===== src/rtl/serial_tx_if.sv =====
// Byte-request / serial-line bundle for serial_tx.
// The master side supplies bytes; the slave side is the transmitter.
interface serial_tx_if;
    logic [7:0] tx_data;
    logic       tx_valid;
    logic       tx_ready;
    logic       tx_out;
    logic       tx_busy;
    logic       tx_done;

    modport master (
        output tx_data,
        output tx_valid,
        input  tx_ready,
        input  tx_out,
        input  tx_busy,
        input  tx_done
    );

    modport slave (
        input  tx_data,
        input  tx_valid,
        output tx_ready,
        output tx_out,
        output tx_busy,
        output tx_done
    );
endinterface


===== src/rtl/serial_tx.sv =====
// Serial transmitter: start bit, 8 data bits LSB first, optional even parity, stop bit.
// Every output is registered, so each one is derived from the next-state values.
module serial_tx #(
    parameter int unsigned CLKS_PER_BIT = 4,
    parameter bit          PARITY_EN    = 1'b1
) (
    input  logic        clk,
    input  logic        reset,
    serial_tx_if.slave  bus
);

    localparam int unsigned   CW       = (CLKS_PER_BIT > 1) ? $clog2(CLKS_PER_BIT) : 1;
    localparam logic [CW-1:0] CNT_LAST = CW'(CLKS_PER_BIT - 1);

    typedef enum logic [2:0] {
        IDLE,
        START,
        DATA,
        PARITY,
        STOP
    } state_t;

    state_t        state, state_next;
    logic [CW-1:0] cnt, cnt_next;
    logic [2:0]    idx, idx_next;
    logic [7:0]    shreg, shreg_next;
    logic          out_next, done_next, bit_end;
    logic          out_q, ready_q, busy_q, done_q;

    assign bus.tx_out   = out_q;
    assign bus.tx_ready = ready_q;
    assign bus.tx_busy  = busy_q;
    assign bus.tx_done  = done_q;

    assign bit_end = (cnt == CNT_LAST);

    always_comb begin
        state_next = state;
        cnt_next   = cnt;
        idx_next   = idx;
        shreg_next = shreg;
        done_next  = 1'b0;

        unique case (state)
            IDLE: begin
                if (bus.tx_valid && ready_q) begin
                    state_next = START;
                    cnt_next   = '0;
                    idx_next   = '0;
                    shreg_next = bus.tx_data;
                end
            end
            START: begin
                if (bit_end) begin
                    state_next = DATA;
                    cnt_next   = '0;
                end else begin
                    cnt_next = cnt + 1'b1;
                end
            end
            DATA: begin
                if (bit_end) begin
                    cnt_next = '0;
                    if (idx == 3'd7) begin
                        idx_next   = '0;
                        state_next = PARITY_EN ? PARITY : STOP;
                    end else begin
                        idx_next = idx + 1'b1;
                    end
                end else begin
                    cnt_next = cnt + 1'b1;
                end
            end
            PARITY: begin
                if (bit_end) begin
                    state_next = STOP;
                    cnt_next   = '0;
                end else begin
                    cnt_next = cnt + 1'b1;
                end
            end
            STOP: begin
                if (bit_end) begin
                    state_next = IDLE;
                    cnt_next   = '0;
                    done_next  = 1'b1;
                end else begin
                    cnt_next = cnt + 1'b1;
                end
            end
            default: state_next = IDLE;
        endcase

        // Line level is a function of where the FSM will be next cycle.
        unique case (state_next)
            START:   out_next = 1'b0;
            DATA:    out_next = shreg_next[idx_next];
            PARITY:  out_next = ^shreg_next;
            default: out_next = 1'b1;
        endcase
    end

    always_ff @(posedge clk) begin
        if (!reset) begin
            state   <= IDLE;
            cnt     <= '0;
            idx     <= '0;
            shreg   <= '0;
            out_q   <= 1'b1;
            ready_q <= 1'b1;
            busy_q  <= 1'b0;
            done_q  <= 1'b0;
        end else begin
            state   <= state_next;
            cnt     <= cnt_next;
            idx     <= idx_next;
            shreg   <= shreg_next;
            out_q   <= out_next;
            ready_q <= (state_next == IDLE);
            busy_q  <= (state_next != IDLE);
            done_q  <= done_next;
        end
    end

endmodule


===== src/flat_wrapper.sv =====
// flat-port wrapper written by rule: the top's interface ports become plain ports
module serial_tx_flat 
#(
    parameter int unsigned CLKS_PER_BIT = 4,
    parameter bit          PARITY_EN    = 1'b1
)
  (clk, reset, bus_tx_data, bus_tx_valid, bus_tx_ready, bus_tx_out, bus_tx_busy, bus_tx_done);
  serial_tx_if bus_i ();
  input  logic clk;
  input  logic reset;
  input wire logic [$bits(bus_i.tx_data)-1:0] bus_tx_data;
  input wire logic [$bits(bus_i.tx_valid)-1:0] bus_tx_valid;
  output wire logic [$bits(bus_i.tx_ready)-1:0] bus_tx_ready;
  output wire logic [$bits(bus_i.tx_out)-1:0] bus_tx_out;
  output wire logic [$bits(bus_i.tx_busy)-1:0] bus_tx_busy;
  output wire logic [$bits(bus_i.tx_done)-1:0] bus_tx_done;
  assign bus_i.tx_data = bus_tx_data;
  assign bus_i.tx_valid = bus_tx_valid;
  assign bus_tx_ready = bus_i.tx_ready;
  assign bus_tx_out = bus_i.tx_out;
  assign bus_tx_busy = bus_i.tx_busy;
  assign bus_tx_done = bus_i.tx_done;
  serial_tx #(.CLKS_PER_BIT(CLKS_PER_BIT), .PARITY_EN(PARITY_EN)) u_core (.clk(clk), .reset(reset), .bus(bus_i));
endmodule

===== config.mk =====
export PLATFORM = sky130hd
export DESIGN_NAME = serial_tx_flat
export DESIGN_NICKNAME = d
export VERILOG_FILES = /design/src/rtl/serial_tx_if.sv /design/src/rtl/serial_tx.sv /design/src/flat_wrapper.sv
export SDC_FILE = /design/constraint.sdc
export NUM_CORES = 1
export LEC_CHECK = 0
export CAP_MARGIN = 20
export CORE_UTILIZATION = 35
export DETAILED_ROUTE_END_ITERATION = 6
export MAX_ROUTING_LAYER = met4
export PLACE_DENSITY = 0.6
export SLEW_MARGIN = 30
export SYNTH_ARGS = -nofsm -noshare
export SYNTH_HDL_FRONTEND = slang
export SYNTH_SLANG_ARGS = --single-unit

===== constraint.sdc =====
create_clock -name clk -period 2.4 [get_ports clk]
set_input_delay 0.48 -clock clk [delete_from_list [all_inputs] [get_ports clk]]
set_output_delay 0.48 -clock clk [all_outputs]
set_load 0.05 [all_outputs]

==> key figures, run 1 <==
Run status
  • Result of the run: complete, no violations

Clock tree
  • Maximum root-to-sink buffer count: 2
  • Total CTS buffers: 3
  • Skew-Pair Late Insertion Delay: 0.30 ns
  • Post-CTS resize count: 0
  • Post-CTS setup buffers: 0
  • Htree depth: 1
  • Cell at the root of the clock tree: sky130_fd_sc_hd__clkbuf_4
  • Hold-fix buffers at CTS: 0
  • Clk slew on worst S/H paths: 0.11 ns
  • Clk sinks: 20
  • Clock tree from TritonCTS: done

Final layout
  • Area growth from synthesis to layout: 27.8%
  • Antenna Diode Count: 0
  • Number of nets in the layout: 187
  • Final standard cell count with taps included and fillers excluded: 217
  • Finished Core Util: 47.0%
  • Design area: 1570 um^2
  • Fraction of final layout cells sized beyond drive strength 1: 17.5%

Timing
  • Hold Violations, Final: 0
  • Setup_tns: 0 ns
  • Final setup margin: 0.142 ns
  • Rel. slew slack: 66.7%
  • Pin slew with the least headroom to its limit: 0.499 ns
  • Fmax achieved: 0.443 GHz
  • Period minus WS final: 2.26 ns
  • Number of endpoints failing setup at the final stage: 0
  • WHS: 0.539 ns
  • Portion of the clock cycle consumed by the worst path in the final layout: 94.1%
  • Pins over their slew limit: 0
  • Worst Clk Skew: 0.000899 ns

Placement
  • Placer congestion estimate: 0.882
  • Worst setup timing slack at the placement stage: -0.0795 ns
  • Post-placement cell area: 1530 um^2
  • Number of instances in the placed design: 214
  • Post-detailed-placement half-perimeter wirelength: 2240 um
  • Quantity of I/O buffers inserted on ports: 14

Global route
  • Total congestion overflow after global routing: 0
  • Antenna violations before repair: 0
  • Global router's overall resource usage: 17.8%
  • Number of global-route vias before repair: 1036
  • Wire length of the first global-routing pass: 4680 um
  • Pin count of the biggest net entering global routing: 12

Setup path
  • Kind of end point of the critical path: flip-flop
  • Critical register-to-register path endpoint: u_core.bus.tx_out
  • R2R Setup Slk: 0.14 ns
  • Register-to-Register Path Depth: 8
  • Crit Path Class: reg -> reg
  • Crit. Startpoint: u_core.idx[0]
  • Signal arrival time at the worst endpoint: 2.47 ns
  • Slowest cell delay on critical path: 0.37 ns
  • Cell family contributing the most delay on the critical path: simple AND/OR/NAND/NOR gates
  • WP buf/inv: 0
  • Ordered cell list for the critical path: ha_1, ha_1, and4bb_1, a32oi_2, and2_4, a2111oi_1, and4bb_1, o311ai_2
  • Kind of start point of the critical path: flip-flop
  • Required time reported for the critical path endpoint: 2.61 ns
  • Critical Path Slowest Stage Cell: sky130_fd_sc_hd__a2111oi_1
  • Largest fanout on the critical path: 4
  • Start of the worst register-to-register path: u_core.idx[0]

Yosys
  • Count of flip-flops with a built-in enable after synthesis: 0
  • Syn avg cell area: 8.64 um^2
  • Synthesis Warnings: 0
  • Proportion of synthesized flip-flops having asynchronous set or reset: 0%
  • Sequential-to-total area share from yosys stat: 32.6%
  • Flop and latch count out of synthesis: 20
  • Post-synthesis cell area: 1230 um^2
  • Netlist cell types: 41
  • Post-Synthesis Cells: 142
  • Net count of the mapped netlist: 156
  • Most frequently used flop master after synthesis: sky130_fd_sc_hd__dfxtp_1

Power
  • Share of total power in the clock network: 21.6%
  • Maximum resistive drop on vdd: 0.000198 V
  • Sequential share of power: 50.3%
  • Sw Pwr: 215 uW
  • Switching share of power: 29.6%
  • Leak: 0.601 nW
  • Power density over cell area: 463 nW/um^2
  • Logic pwr share: 28.1%
  • Total power draw: 726 uW
  • Internal: 511 uW

Min path
  • Hold Crit Start: u_core.cnt[1]
  • Cell count of the worst hold path: 2
  • Worst hold path type: reg -> reg
  • Endpoint of the worst hold path: u_core.cnt[1]

Routing
  • Overall routed net length: 2890 um
  • Vias after detailed routing: 1111
  • Detailed-route DRC error count: 0
  • Detailed router's first-iteration violation count: 26
  • Number of nets with antenna violations after routing: 0
  • Avg Vias per Cell: 5.12
  • Drt wl/cell: 13.3 um
  • DRT Pass-1 Iters: 4

Floorplanning
  • Io pins: 15
  • Core Footprint: 3340 um^2
  • Die Width: 61.2 um
  • Die height: 61.2 um
  • Die footprint: 3750 um^2
  • Initial cell density of the core: 36.8%
  • Number of placement rows: 21

Flow run
  • Maxcap violations: 0
[synthesized netlist by cell type, types with 2 or more instances]
| master | count | area (um^2) |
|---|---|---|
| sky130_fd_sc_hd__o21ai_0 | 8 | 40.0 |
| sky130_fd_sc_hd__nand3_1 | 4 | 20.0 |
| sky130_fd_sc_hd__nand2_1 | 12 | 45.0 |
| sky130_fd_sc_hd__inv_1 | 4 | 15.0 |
| sky130_fd_sc_hd__a221oi_1 | 2 | 17.5 |
| sky130_fd_sc_hd__o21a_1 | 5 | 37.5 |
| sky130_fd_sc_hd__and3_1 | 4 | 25.0 |
| sky130_fd_sc_hd__and4bb_1 | 2 | 25.0 |
| sky130_fd_sc_hd__dfxtp_1 | 20 | 400 |
| sky130_fd_sc_hd__clkbuf_1 | 3 | 11.3 |
| sky130_fd_sc_hd__a32oi_1 | 2 | 17.5 |
| sky130_fd_sc_hd__mux2i_1 | 3 | 30.0 |
| sky130_fd_sc_hd__and2_1 | 6 | 37.5 |
| sky130_fd_sc_hd__a2111oi_0 | 2 | 17.5 |
| sky130_fd_sc_hd__nand4_1 | 4 | 25.0 |
| sky130_fd_sc_hd__a21oi_1 | 5 | 25.0 |
| sky130_fd_sc_hd__buf_2 | 2 | 10.0 |
| sky130_fd_sc_hd__nor2_1 | 8 | 30.0 |
| sky130_fd_sc_hd__nor2b_1 | 7 | 43.8 |
| sky130_fd_sc_hd__ha_1 | 3 | 37.5 |
| sky130_fd_sc_hd__xnor2_1 | 14 | 123 |
| sky130_fd_sc_hd__a21boi_0 | 3 | 22.5 |
[cell usage in the layout (no fill, tap or decap), drive strengths merged, types with 2 or more instances in the layout]
master         synthesis  layout
buf                    3      18
a32oi                  3       3
nor2                   8       8
ha                     3       3
and2                   7       7
inv                    4       4
nor2b                  7       7
o21a                   5       5
a2111oi                2       2
dfxtp                 20      20
and4bb                 2       2
nand2                 13      13
mux2i                  3       3
xnor2                 14      14
clkdlybuf4s50          0      14
clkbuf                 3       3
a21boi                 3       3
nand3                  4       4
and3                   4       4
o21ai                  9       9
a21oi                  5       5
nand4                  4       4
a221oi                 2       2
[routing by layer]
| metal | GRT usage, % | wire length, um |
|---|---|---|
| met2 | 26.9 | 1380 |
| met4 | 7.79 | 63 |
| met3 | 3.15 | 105 |
| met1 | 23.1 | 1340 |
| met5 | - | 0 |
[flip-flops by register name (all words and copies together), names as in the netlist]
signal               flops
u_core.shreg             8
u_core.cnt               2
u_core.bus.tx_done       1
u_core.state             3
u_core.bus.tx_out        1
u_core.bus.tx_busy       1
u_core.bus.tx_ready      1
u_core.idx               3
[worst reg2reg max path, cell delays in order, from the launching register on]
cell	delay (ns)
sky130_fd_sc_hd__dfxtp_1	0.33
sky130_fd_sc_hd__ha_1	0.19
sky130_fd_sc_hd__ha_1	0.19
sky130_fd_sc_hd__and4bb_1	0.28
sky130_fd_sc_hd__a32oi_2	0.10
sky130_fd_sc_hd__and2_4	0.22
sky130_fd_sc_hd__a2111oi_1	0.37
sky130_fd_sc_hd__and4bb_1	0.26
sky130_fd_sc_hd__o311ai_2	0.23
[power groups by stage]
| stage | Combinational, mW | Clock [mW] | Sequential, mW |
|---|---|---|---|
| finish | 0.204 | 0.157 | 0.365 |
| global route | 0.222 | 0.180 | 0.368 |
| CTS | 0.202 | 0.162 | 0.365 |
| detailed placement | 0.201 | 0 | 0.373 |
| global placement | 0.200 | 0 | 0.372 |
| floorplan | 0.119 | 0 | 0.385 |
[how the worst max path moves through the flow]
stage	end	slack [ns]	cells past startpoint
after global placement	u_core.bus.tx_out	-0.008	8
after global routing	u_core.bus.tx_out	-0.01	10
after floorplan	u_core.bus.tx_out	0.18	7
after detailed placement	u_core.bus.tx_out	-0.08	7
after CTS	u_core.bus.tx_out	0.11	8
final	u_core.bus.tx_out	0.14	8
[area by class of cell]
| class | count | area [um^2] |
|---|---|---|
| clock buffer | 3 | 22.5 |
| fill | 326 | 1770 |
| inverter | 4 | 15.0 |
| multi-input combinational | 112 | 798 |
| sequential | 20 | 400 |
| tap | 46 | 57.6 |
| timing repair buffer | 32 | 275 |
[kinds of logic (layout without fill, tap and decap cells)]
| group | count (synthesis) | count (layout) | share of synthesized area (%) |
|---|---|---|---|
| flops | 20 | 20 | 32.6 |
| compound gates | 36 | 36 | 22.0 |
| simple gates | 55 | 55 | 25.3 |
| fa+ha+maj | 3 | 3 | 3.06 |
| mux | 3 | 3 | 2.45 |
| buf+inv | 10 | 39 | 3.87 |
| xor+xnor | 15 | 15 | 10.7 |
Power figures use the tool's default switching activity.
==> inputs of run 2 (changes only) <==
--- a/config.mk
+++ b/config.mk
@@ -8,9 +8,11 @@
 export CAP_MARGIN = 20
 export CORE_UTILIZATION = 35
 export DETAILED_ROUTE_END_ITERATION = 6
+export HOLD_SLACK_MARGIN = 0.12
 export MAX_ROUTING_LAYER = met4
 export PLACE_DENSITY = 0.6
-export SLEW_MARGIN = 30
+export SKIP_LAST_GASP = 1
+export SLEW_MARGIN = 20
 export SYNTH_ARGS = -nofsm -noshare
 export SYNTH_HDL_FRONTEND = slang
 export SYNTH_SLANG_ARGS = --single-unit
==> results of run 2 <==
Same layout as run 1: the final DEF is identical, and so are final timing and power.
==> inputs of run 3 (changes only) <==
--- a/config.mk
+++ b/config.mk
@@ -5,6 +5,7 @@
 export SDC_FILE = /design/constraint.sdc
 export NUM_CORES = 1
 export LEC_CHECK = 0
+export ABC_CLOCK_PERIOD_IN_PS = 2400
 export CAP_MARGIN = 20
 export CORE_UTILIZATION = 35
 export DETAILED_ROUTE_END_ITERATION = 6
==> results of run 3 <==
Same layout as run 1: the final DEF is identical, and so are final timing and power.
